### src/rtl/seg_codes.vh
// rtl/seg_codes.vh - active-low seven-segment codes and digit-pointer width shared by display blocks
// Purpose: one place for the segment patterns so every display block lights the same glyphs.
// Bit 7 is dp, bits 6:0 are g,f,e,d,c,b,a; a 0 lights the segment.
// Included inside a package or module scope, so it only declares localparams.

localparam int         DIGIT_PTR_W    = 2;

localparam logic [7:0] SEG_CODE_0     = 8'hC0;
localparam logic [7:0] SEG_CODE_1     = 8'hF9;
localparam logic [7:0] SEG_CODE_2     = 8'hA4;
localparam logic [7:0] SEG_CODE_3     = 8'hB0;
localparam logic [7:0] SEG_CODE_4     = 8'h99;
localparam logic [7:0] SEG_CODE_5     = 8'h92;
localparam logic [7:0] SEG_CODE_6     = 8'h82;
localparam logic [7:0] SEG_CODE_7     = 8'hF8;
localparam logic [7:0] SEG_CODE_8     = 8'h80;
localparam logic [7:0] SEG_CODE_9     = 8'h90;
localparam logic [7:0] SEG_CODE_DASH  = 8'hBF;
localparam logic [7:0] SEG_CODE_E     = 8'h86;
localparam logic [7:0] SEG_CODE_G     = 8'hC2;
localparam logic [7:0] SEG_CODE_BLANK = 8'hFF;

### src/rtl/grant_display_pkg.sv
// rtl/grant_display_pkg.sv - shared types, segment constants and BCD split helper for grant_display
// Purpose: display symbol encoding plus the index-to-digits helper.
// Ports: none (package).

package grant_display_pkg;

  `include "seg_codes.vh"

  // Symbols the display can show; 0..9 map straight onto their digit value.
  typedef enum logic [3:0] {
    SYM_0     = 4'd0,
    SYM_1     = 4'd1,
    SYM_2     = 4'd2,
    SYM_3     = 4'd3,
    SYM_4     = 4'd4,
    SYM_5     = 4'd5,
    SYM_6     = 4'd6,
    SYM_7     = 4'd7,
    SYM_8     = 4'd8,
    SYM_9     = 4'd9,
    SYM_DASH  = 4'd10,
    SYM_E     = 4'd11,
    SYM_G     = 4'd12,
    SYM_BLANK = 4'd13
  } sym_e;

  localparam int GRANT_W = 24;

  // Splits an index 0..23 into {tens, ones} using only compares against 10 and 20.
  // The ones digit is computed on the low nibble: for 10..19 the mod-16 subtract of
  // 10 and for 20..23 the subtract of 4 (20 = 16 + 4) give the right result.
  function automatic logic [7:0] split_bcd(input logic [4:0] idx);
    logic [3:0] tens;
    logic [3:0] ones;
    if (idx >= 5'd20) begin
      tens = 4'd2;
      ones = idx[3:0] - 4'd4;
    end else if (idx >= 5'd10) begin
      tens = 4'd1;
      ones = idx[3:0] - 4'd10;
    end else begin
      tens = 4'd0;
      ones = idx[3:0];
    end
    return {tens, ones};
  endfunction

endpackage

### src/rtl/seg_encode.sv
// rtl/seg_encode.sv - combinational symbol to active-low seven-segment encoder
// Purpose: maps a 4-bit display symbol onto its segment pattern; dp is always off.
// Ports:
//   i_sym  - symbol code (sym_e encoding)
//   o_seg  - active-low segments, bit 7 dp, bits 6:0 g..a

module seg_encode
  import grant_display_pkg::*;
(
  input  logic [3:0] i_sym,
  output logic [7:0] o_seg
);

  always_comb begin
    o_seg = SEG_CODE_BLANK;
    case (i_sym)
      SYM_0:     o_seg = SEG_CODE_0;
      SYM_1:     o_seg = SEG_CODE_1;
      SYM_2:     o_seg = SEG_CODE_2;
      SYM_3:     o_seg = SEG_CODE_3;
      SYM_4:     o_seg = SEG_CODE_4;
      SYM_5:     o_seg = SEG_CODE_5;
      SYM_6:     o_seg = SEG_CODE_6;
      SYM_7:     o_seg = SEG_CODE_7;
      SYM_8:     o_seg = SEG_CODE_8;
      SYM_9:     o_seg = SEG_CODE_9;
      SYM_DASH:  o_seg = SEG_CODE_DASH;
      SYM_E:     o_seg = SEG_CODE_E;
      SYM_G:     o_seg = SEG_CODE_G;
      default:   o_seg = SEG_CODE_BLANK;
    endcase
  end

endmodule

### src/rtl/grant_display.sv
// rtl/grant_display.sv - synchronizes a one-hot arbiter grant, decodes it and scans it onto four digits
// Purpose: shows "G _ tens ones" for a single grant, "- _ - -" for none, "E _ E E" for several.
// Ports:
//   clk          - clock, all state on rising edge
//   rst          - synchronous active-high reset
//   grant        - 24-bit grant vector, asynchronous to clk
//   seg          - active-low segments, bit 7 dp (always off)
//   sel          - active-low digit select, sel[0] rightmost
//   grant_index  - index of the single granted bit, else 0
//   grant_valid  - exactly one grant bit set
//   grant_error  - two or more grant bits set

module grant_display
  import grant_display_pkg::*;
#(
  parameter int SCAN_BITS = 16
) (
  input  logic                 clk,
  input  logic                 rst,
  input  logic [GRANT_W-1:0]   grant,
  output logic [7:0]           seg,
  output logic [3:0]           sel,
  output logic [4:0]           grant_index,
  output logic                 grant_valid,
  output logic                 grant_error
);

  logic [GRANT_W-1:0]     r_sync1;
  logic [GRANT_W-1:0]     r_sync2;
  logic [4:0]             r_grant_index;
  logic                   r_grant_valid;
  logic                   r_grant_error;
  logic [SCAN_BITS-1:0]   r_refresh;
  logic [DIGIT_PTR_W-1:0] r_digit_ptr;
  logic [7:0]             r_seg;
  logic [3:0]             r_sel;

  logic                   w_any;
  logic                   w_multi;
  logic [4:0]             w_idx;
  logic                   w_wrap;
  logic                   w_load;
  logic [7:0]             w_bcd;
  logic [3:0]             w_sym;
  logic [7:0]             w_seg_code;

  // Two-flop synchronizer for the switch-derived grant.
  always_ff @(posedge clk) begin
    if (rst) begin
      r_sync1 <= '0;
      r_sync2 <= '0;
    end else begin
      r_sync1 <= grant;
      r_sync2 <= r_sync1;
    end
  end

  // Clearing the lowest set bit leaves something only if two or more bits were set.
  assign w_any   = |r_sync2;
  assign w_multi = |(r_sync2 & (r_sync2 - GRANT_W'(1)));

  always_comb begin
    w_idx = '0;
    for (int i = 0; i < GRANT_W; i++) begin
      if (r_sync2[i]) w_idx = 5'(i);
    end
  end

  always_ff @(posedge clk) begin
    if (rst) begin
      r_grant_index <= '0;
      r_grant_valid <= 1'b0;
      r_grant_error <= 1'b0;
    end else begin
      r_grant_index <= (w_any && !w_multi) ? w_idx : 5'd0;
      r_grant_valid <= w_any && !w_multi;
      r_grant_error <= w_multi;
    end
  end

  // Refresh timing: the pointer steps on counter wrap, and the digit outputs load
  // on the following cycle (counter back at 0). That cycle is also the first one
  // after reset, so every digit, including the first, is held 2^SCAN_BITS clocks.
  assign w_wrap = (r_refresh == '1);
  assign w_load = (r_refresh == '0);

  always_ff @(posedge clk) begin
    if (rst) begin
      r_refresh   <= '0;
      r_digit_ptr <= '0;
    end else begin
      r_refresh <= r_refresh + SCAN_BITS'(1);
      if (w_wrap) r_digit_ptr <= r_digit_ptr + DIGIT_PTR_W'(1);
    end
  end

  // Symbol for the digit being loaded, taken from the registered decode only.
  always_comb begin
    w_bcd = split_bcd(r_grant_index);
    w_sym = SYM_BLANK;
    case (r_digit_ptr)
      2'd0: w_sym = r_grant_valid ? w_bcd[3:0] : (r_grant_error ? SYM_E : SYM_DASH);
      2'd1: w_sym = r_grant_valid ? w_bcd[7:4] : (r_grant_error ? SYM_E : SYM_DASH);
      2'd2: w_sym = SYM_BLANK;
      default: w_sym = r_grant_valid ? SYM_G : (r_grant_error ? SYM_E : SYM_DASH);
    endcase
  end

  seg_encode u_seg_encode (
    .i_sym (w_sym),
    .o_seg (w_seg_code)
  );

  // seg and sel load together once per digit, so a digit never mixes old and new data.
  always_ff @(posedge clk) begin
    if (rst) begin
      r_seg <= SEG_CODE_BLANK;
      r_sel <= 4'b1111;
    end else if (w_load) begin
      r_seg <= w_seg_code;
      r_sel <= ~(4'b0001 << r_digit_ptr);
    end
  end

  assign seg         = r_seg;
  assign sel         = r_sel;
  assign grant_index = r_grant_index;
  assign grant_valid = r_grant_valid;
  assign grant_error = r_grant_error;

endmodule

### config.mk
export PLATFORM = sky130hd
export DESIGN_NAME = grant_display
export DESIGN_NICKNAME = d
export VERILOG_FILES = /design/src/rtl/grant_display_pkg.sv /design/src/rtl/seg_encode.sv /design/src/rtl/grant_display.sv
export VERILOG_INCLUDE_DIRS = /design/src /design/src/rtl
export SDC_FILE = /design/constraint.sdc
export NUM_CORES = 1
export LEC_CHECK = 0
export BUFFER_PORTS_ARGS = -buffer_cell sky130_fd_sc_hd__buf_2
export CAP_MARGIN = 20
export CORE_MARGIN = 5
export CORE_UTILIZATION = 28
export CTS_CLUSTER_DIAMETER = 100
export DETAILED_ROUTE_END_ITERATION = 10
export GPL_ROUTABILITY_DRIVEN = 0
export SLEW_MARGIN = 0
export SYNTH_ARGS = -nofsm -noshare
export SYNTH_HDL_FRONTEND = slang
export SYNTH_SLANG_ARGS = --single-unit
### constraint.sdc
create_clock -name clk -period 4.78 [get_ports clk]
set_input_delay 1.434 -clock clk [delete_from_list [all_inputs] [get_ports clk]]
set_output_delay 1.434 -clock clk [all_outputs]
set_load 0.1 [all_outputs]
### After elaboration in Yosys (flattened, before gate mapping)

Memory sizes are Yosys's and may differ from the RTL's. A register that Yosys moved wholly into a read port is not among the register bits.
Cells that the tools add are included.

* logic and storage cells: 65
* input bits: 26
* output and inout port bits: 19
* bits in read-only memories: 112
* RAM bits: 0
* memories kept: 1
* bits in registers: 85
* bits in latches: 0

Memories
* (name not given): depth 16, bits a word 7, rd ports 1, clocked after Yosys merged registers in 1, write ports 0, line seg_encode.sv:16 `case (i_sym)`

* shift-type cells: 1
* mux-type cells: 32
* order comparisons: 2
* $mul: 0
* divide/modulo/power cells: 0
* $add $sub $neg: 5
* bitwise logic cells: 3
* reductions and logical operators: 8
* eq/ne operators: 3

Operators with widths (count)
* $mux 5: 22
* $reduce_or 24->1: 2
* $and 24x24->24: 1
* $sub 24x1->24 const B: 1
* $add 16x1->16 const B: 1
* $eq 16x16->1 const B: 1
* $logic_not 16->1: 1
* $mux 4: 4
* $pmux 4 s3: 1
* $reduce_or 10->1: 1
* $ge 5x4->1 const B: 1
* $ge 5x5->1 const B: 1
* $not 4->4: 1
* $shl 1x2->4 const A: 1
* $sub 4x3->4 const B: 1
* $sub 4x4->4 const B: 1
* $mux 1: 3
* $mux 3: 1
* $add 2x1->2 const B: 1
* $eq 2x1->1 const B: 1
* $eq 2x2->1 const B: 1
* $logic_not 2->1: 1
* $mux 2: 1
* $reduce_or 2->1: 1
* 3 further kinds: 3

### Logic depth before layout (Yosys ltp)

* word-level depth: 23
* gate-level depth with buffers: 11
* depth with buffers taken out: 10

### By module

A second synthesis with hierarchy kept.

* cell total of the unflattened synthesis: 408
* area total of the unflattened synthesis: 3764.9 µm²

Modules (own cells, without submodules)
* grant_display: times used 1, cells an instance 374, area an instance 3515.9 µm², seq. area each 1701.6 µm²
* seg_encode: times used 1, cells an instance 34, area an instance 249.0 µm², seq. area each 0.0 µm²

### Least setup slack after synthesis

OpenSTA, ideal clock, no wires.

* path kind: register to register
* start: register r_grant_index[3], in the netlist grant_index[3]
* end: register r_seg[2], in the netlist seg[2]
* buffers on the path: 1
* arrival time: 3.429 ns
* data required time: 4.702 ns
* clock period less this slack: 3.507 ns
* setup slack: 1.273 ns
* library setup time: 0.078 ns
* stages on the path, launching flop included: 12
* path through: dfxtp_1 -> buf_2 -> inv_1 -> ha_1 -> nor3b_1 -> o311ai_0 -> a21oi_1 -> nor4_2 -> inv_1 -> ha_1 -> or3_1 -> a32oi_1

* word-level cells in the longest chain between the ends: 5
* elaborated cells on any way between the ends: 11
* those cells by class: add/sub (2); order compare (2); mux (7)

Ends and longest elaborated chain
* start: declaration: line grant_display.sv:30 `logic [4:0] r_grant_index;`
* start signal: assignment: line grant_display.sv:75 `r_grant_index <= (w_any && !w_multi) ? w_idx : 5'd0;`
* $sub 4x4->4 or $ge 5x4->1 (tied branches): line grant_display_pkg.sv:40, grant_display_pkg.sv:38
* $mux 4 or $mux 1 (tied branches): line grant_display_pkg.sv:38 `end else if (idx >= 5'd10) begin`
* $mux 4 or $mux 2 (tied branches): line grant_display_pkg.sv:35 `if (idx >= 5'd20) begin`
* $mux 4, on equally long branches: line grant_display.sv:102, grant_display.sv:103
* $pmux 4 s3 *: line grant_display.sv:101 `case (r_digit_ptr)`
* end: declaration: line grant_display.sv:35 `logic [7:0] r_seg;`

Every way passes the cells marked *; elsewhere a longest branch is shown, timed or not.
A chain may end at the register's enable or synchronous reset.

### Worst setup path in the final report

* start: register r_grant_index[2], in the netlist grant_index[2]
* end: register r_seg[2], in the netlist seg[2]

Same word-level chain as after synthesis.

==> reports/qor.csv <==
metric,value,unit
post-synthesis net count,454,
aggregate negative setup slack,0,ps
Setup Skew,4.46,ps
total grt overflow,0,
Port Buffer Count,43,
R2R setup slack,1620,ps
Post-Route WL,7.56,mm
largest net degree at the start of global routing,46,
H-tree Lvls,3,
post-cts resize count,0,
Vias,2998,
"Clk pin slew, worst setup/hold paths",60,ps
Slew @ Worst Pin,813,ps
iteration count of the initial detailed-routing pass,4,
synthesis-stage register bit count,84,
Tcrit/Tclk final,0.661,
Residual DRC,0,
Int Pwr,1280,µW
register area share after synthesis,0.437,
"most used cell, CP",ha_1,
hpwl dp,5.55,mm
Crit path required time,5010,ps
Critical R2R Launch,grant_index[2]$_SDFF_PP0_,
max incr delay on CP,640,ps
reg-to-reg endpoint,seg[2]$_SDFFE_PP1N_,
sequential power share,0.429,
diode count,0,
vias in the first global route,2920,
Area Overhead vs Synth,17.7,%
Post-Syn Area,3840,µm²
die span in x,127,µm
Wirelength per Cell,12.0,µm
worst path cell trace,ha_1 > nor3b_1 > o2bb2ai_1 > a21boi_0 > nor4_2 > inv_1 > ha_1 > or3_1 > a32oi_1,
"Max FO, Critical Path",10,
critical path startpoint category,flop,
RSZ-0062 raised after global routing,false,
drt via density,4.77,
DIE HEIGHT,127,µm
hold depth,1,
Final Hold Viols,0,
"EDFF count, synth",0,
Slew Limit Fails,0,
CTS tree,done,
Post-Syn Instances,413,
achievable frequency,317,MHz
CTS Root Cell,clkbuf_16,
kind of end point of the critical path,flop,
Setup crit end,seg[2]$_SDFFE_PP1N_,
Clock Power Share,0.406,
initial antenna violation count,0,
status,"finished, final reports clean",
Async SR Flop Fraction,0,
Initial DRC Count,199,
FF-to-FF path depth,9,
CTS Buffer Depth,2,
syn_area_per_cell,9.31,µm²
share of layout cells above drive strength 1,0.170,
CP arrival,3390,ps
number of CTS-inserted buffers,9,
Most used DFF post-synth,dfxtp_1,
final worst path period need,3160,ps
fraction of synthesized cell area taken by the top area cell type,0.437,
CTS sink cnt,84,
synth unique cells,67,
maximum vdd drop,0.199,mV
Setup CP Type,flop to flop,
Die Area,16200,µm²
Final nets,489,
global-route wire length before repair,13.0,mm
max-cap violations,0,
Routed Antenna Nets,0,
CTS hold repair buffers,0,
total core area,13300,µm²
WHS,434,ps
row count,42,
CP max-delay cell,nor4_2,
I/O pins,45,
final number of setup-violating endpoints,0,
Power per Cell Area,396,nW/µm²
Yosys warnings,0,
Sw Ratio,0.285,
CP Launch Point,grant_index[2]$_SDFF_PP0_,
"area leader, netlist",dfxtp_1,
Logic pwr share,0.165,
HP Class,flop to flop,
sw power,511,µW
Skew-Pair Late Insertion Delay,330,ps
leakage power,0.00175,µW
Total GRT Usage,0.0960,
Max-Slew Margin vs Limit,0.456,
starting density of the core,0.288,
# fillers,1390,
Power Total,1790,µW
Synth area leaders,"dfxtp_1, nor2b_1, ha_1",
postcts setup bufs,0,
cell usage in the layout, fill, tap and decap left out, types with 5 or more instances in the layout:
cell type	synthesis	routed
inv_1	19	19
o41ai_1	7	7
nor2_1	38	38
nand4_1	7	7
buf_2	6	43
ha_1	15	15
nor3_1	10	10
dfxtp_1	84	84
xor2_1	9	9
o21ai_0	13	13
a21oi_1	10	10
nor2b_1	51	51
a211oi_1	5	5
a211o_1	7	7
nand3_1	11	11
nand2_1	17	17
clkbuf_16	0	9
worst min-delay path by stage:
stage                                       from                     end  slack [ps]
after floorplan            r_sync1[0]$_SDFF_PP0_   r_sync2[0]$_SDFF_PP0_         410
after global placement    r_sync1[12]$_SDFF_PP0_  r_sync2[12]$_SDFF_PP0_         430
after detailed placement  r_sync1[11]$_SDFF_PP0_  r_sync2[11]$_SDFF_PP0_         420
final                      r_sync1[5]$_SDFF_PP0_   r_sync2[5]$_SDFF_PP0_         430
after CTS                  r_sync1[5]$_SDFF_PP0_   r_sync2[5]$_SDFF_PP0_         440
after global routing      r_sync1[11]$_SDFF_PP0_  r_sync2[11]$_SDFF_PP0_         450
through the flow:
step / instances / setup WS, ps / util / area [µm²]
global route: 629 / 1310 / 0.339 / 4520
floorplan: 413 / 1270 / - / 3840
detailed placement: 613 / 1670 / 0.315 / 4200
CTS: 629 / 1660 / 0.339 / 4520
global placement: 613 / 1850 / 0.315 / 4200
finish: 629 / 1620 / 0.339 / 4520
per-layer routing:
metal,track usage,routed length (µm),up-vias
met3,0.0321,381,13
met1,0.114,3480,1371
met4,0.0366,112,0
met2,0.160,3590,67
li1,-,-,1547
met5,0,0,-
flip-flops by register name (all words and copies together), names as in the netlist:
name and count:
grant_index 5, seg 7, grant_valid 1, r_sync1 24
grant_error 1, r_sync2 24, r_refresh 16, sel 4
r_digit_ptr 2
power by group through the flow:
stage / combinational, µW / sequential [µW] / clock [µW]
floorplan: 142 / 884 / 0
global placement: 296 / 782 / 0
detailed placement: 298 / 784 / 0
CTS: 298 / 769 / 751
global route: 321 / 774 / 785
finish: 296 / 769 / 728
layout make-up:
cell class / instances / area [µm²] / share of cell area
Sequential cell: 84 / 1680 / 0.372
Inverter: 19 / 71.3 / 0.0158
Tap cell: 176 / 220 / 0.0487
Clock inverter: 7 / 97.6 / 0.0216
Multi-Input combinational cell: 290 / 2010 / 0.443
Clock buffer: 9 / 225 / 0.0498
Timing Repair Buffer: 44 / 223 / 0.0492
cell families after synthesis:
logic type	Yosys count	share of synthesized area
other cells	1	0.000975
compound gates	86	0.171
fa+ha+maj	15	0.0488
mux	4	0.0107
buf+inv	39	0.0410
xor+xnor	13	0.0296
simple gates	171	0.261
flops	84	0.437
synth_stat cells (2+ instances only):
master / number
a211o_1: 7
a211oi_1: 5
a21o_1: 2
a21oi_1: 10
a21oi_2: 2
a311oi_1: 3
a31oi_1: 3
and2_1: 2
and3_1: 4
and4_1: 2
buf_1: 2
buf_2: 6
clkbuf_1: 11
dfxtp_1: 84
ha_1: 15
inv_1: 19
mux2i_1: 3
nand2_1: 17
nand2b_1: 2
nand3_1: 11
nand4_1: 7
nor2_1: 38
nor2b_1: 51
nor3_1: 10
nor3b_1: 2
nor4_1: 4
nor4_2: 4
nor4_4: 2
o21a_1: 4
o21ai_0: 13
o22ai_1: 2
o311ai_0: 4
o31ai_1: 4
o32ai_1: 3
o41ai_1: 7
or3_1: 4
or4_1: 3
xnor2_1: 4
xor2_1: 9
worst max-delay path: cells and delay by family (launching register included):
family / cells / cell delay, ps
buf+inv: 1 / 200
flops: 1 / 480
fa+ha+maj: 2 / 460
compound gates: 3 / 510
simple gates: 3 / 1420
No activity file was read; power rests on OpenSTA's default activity.
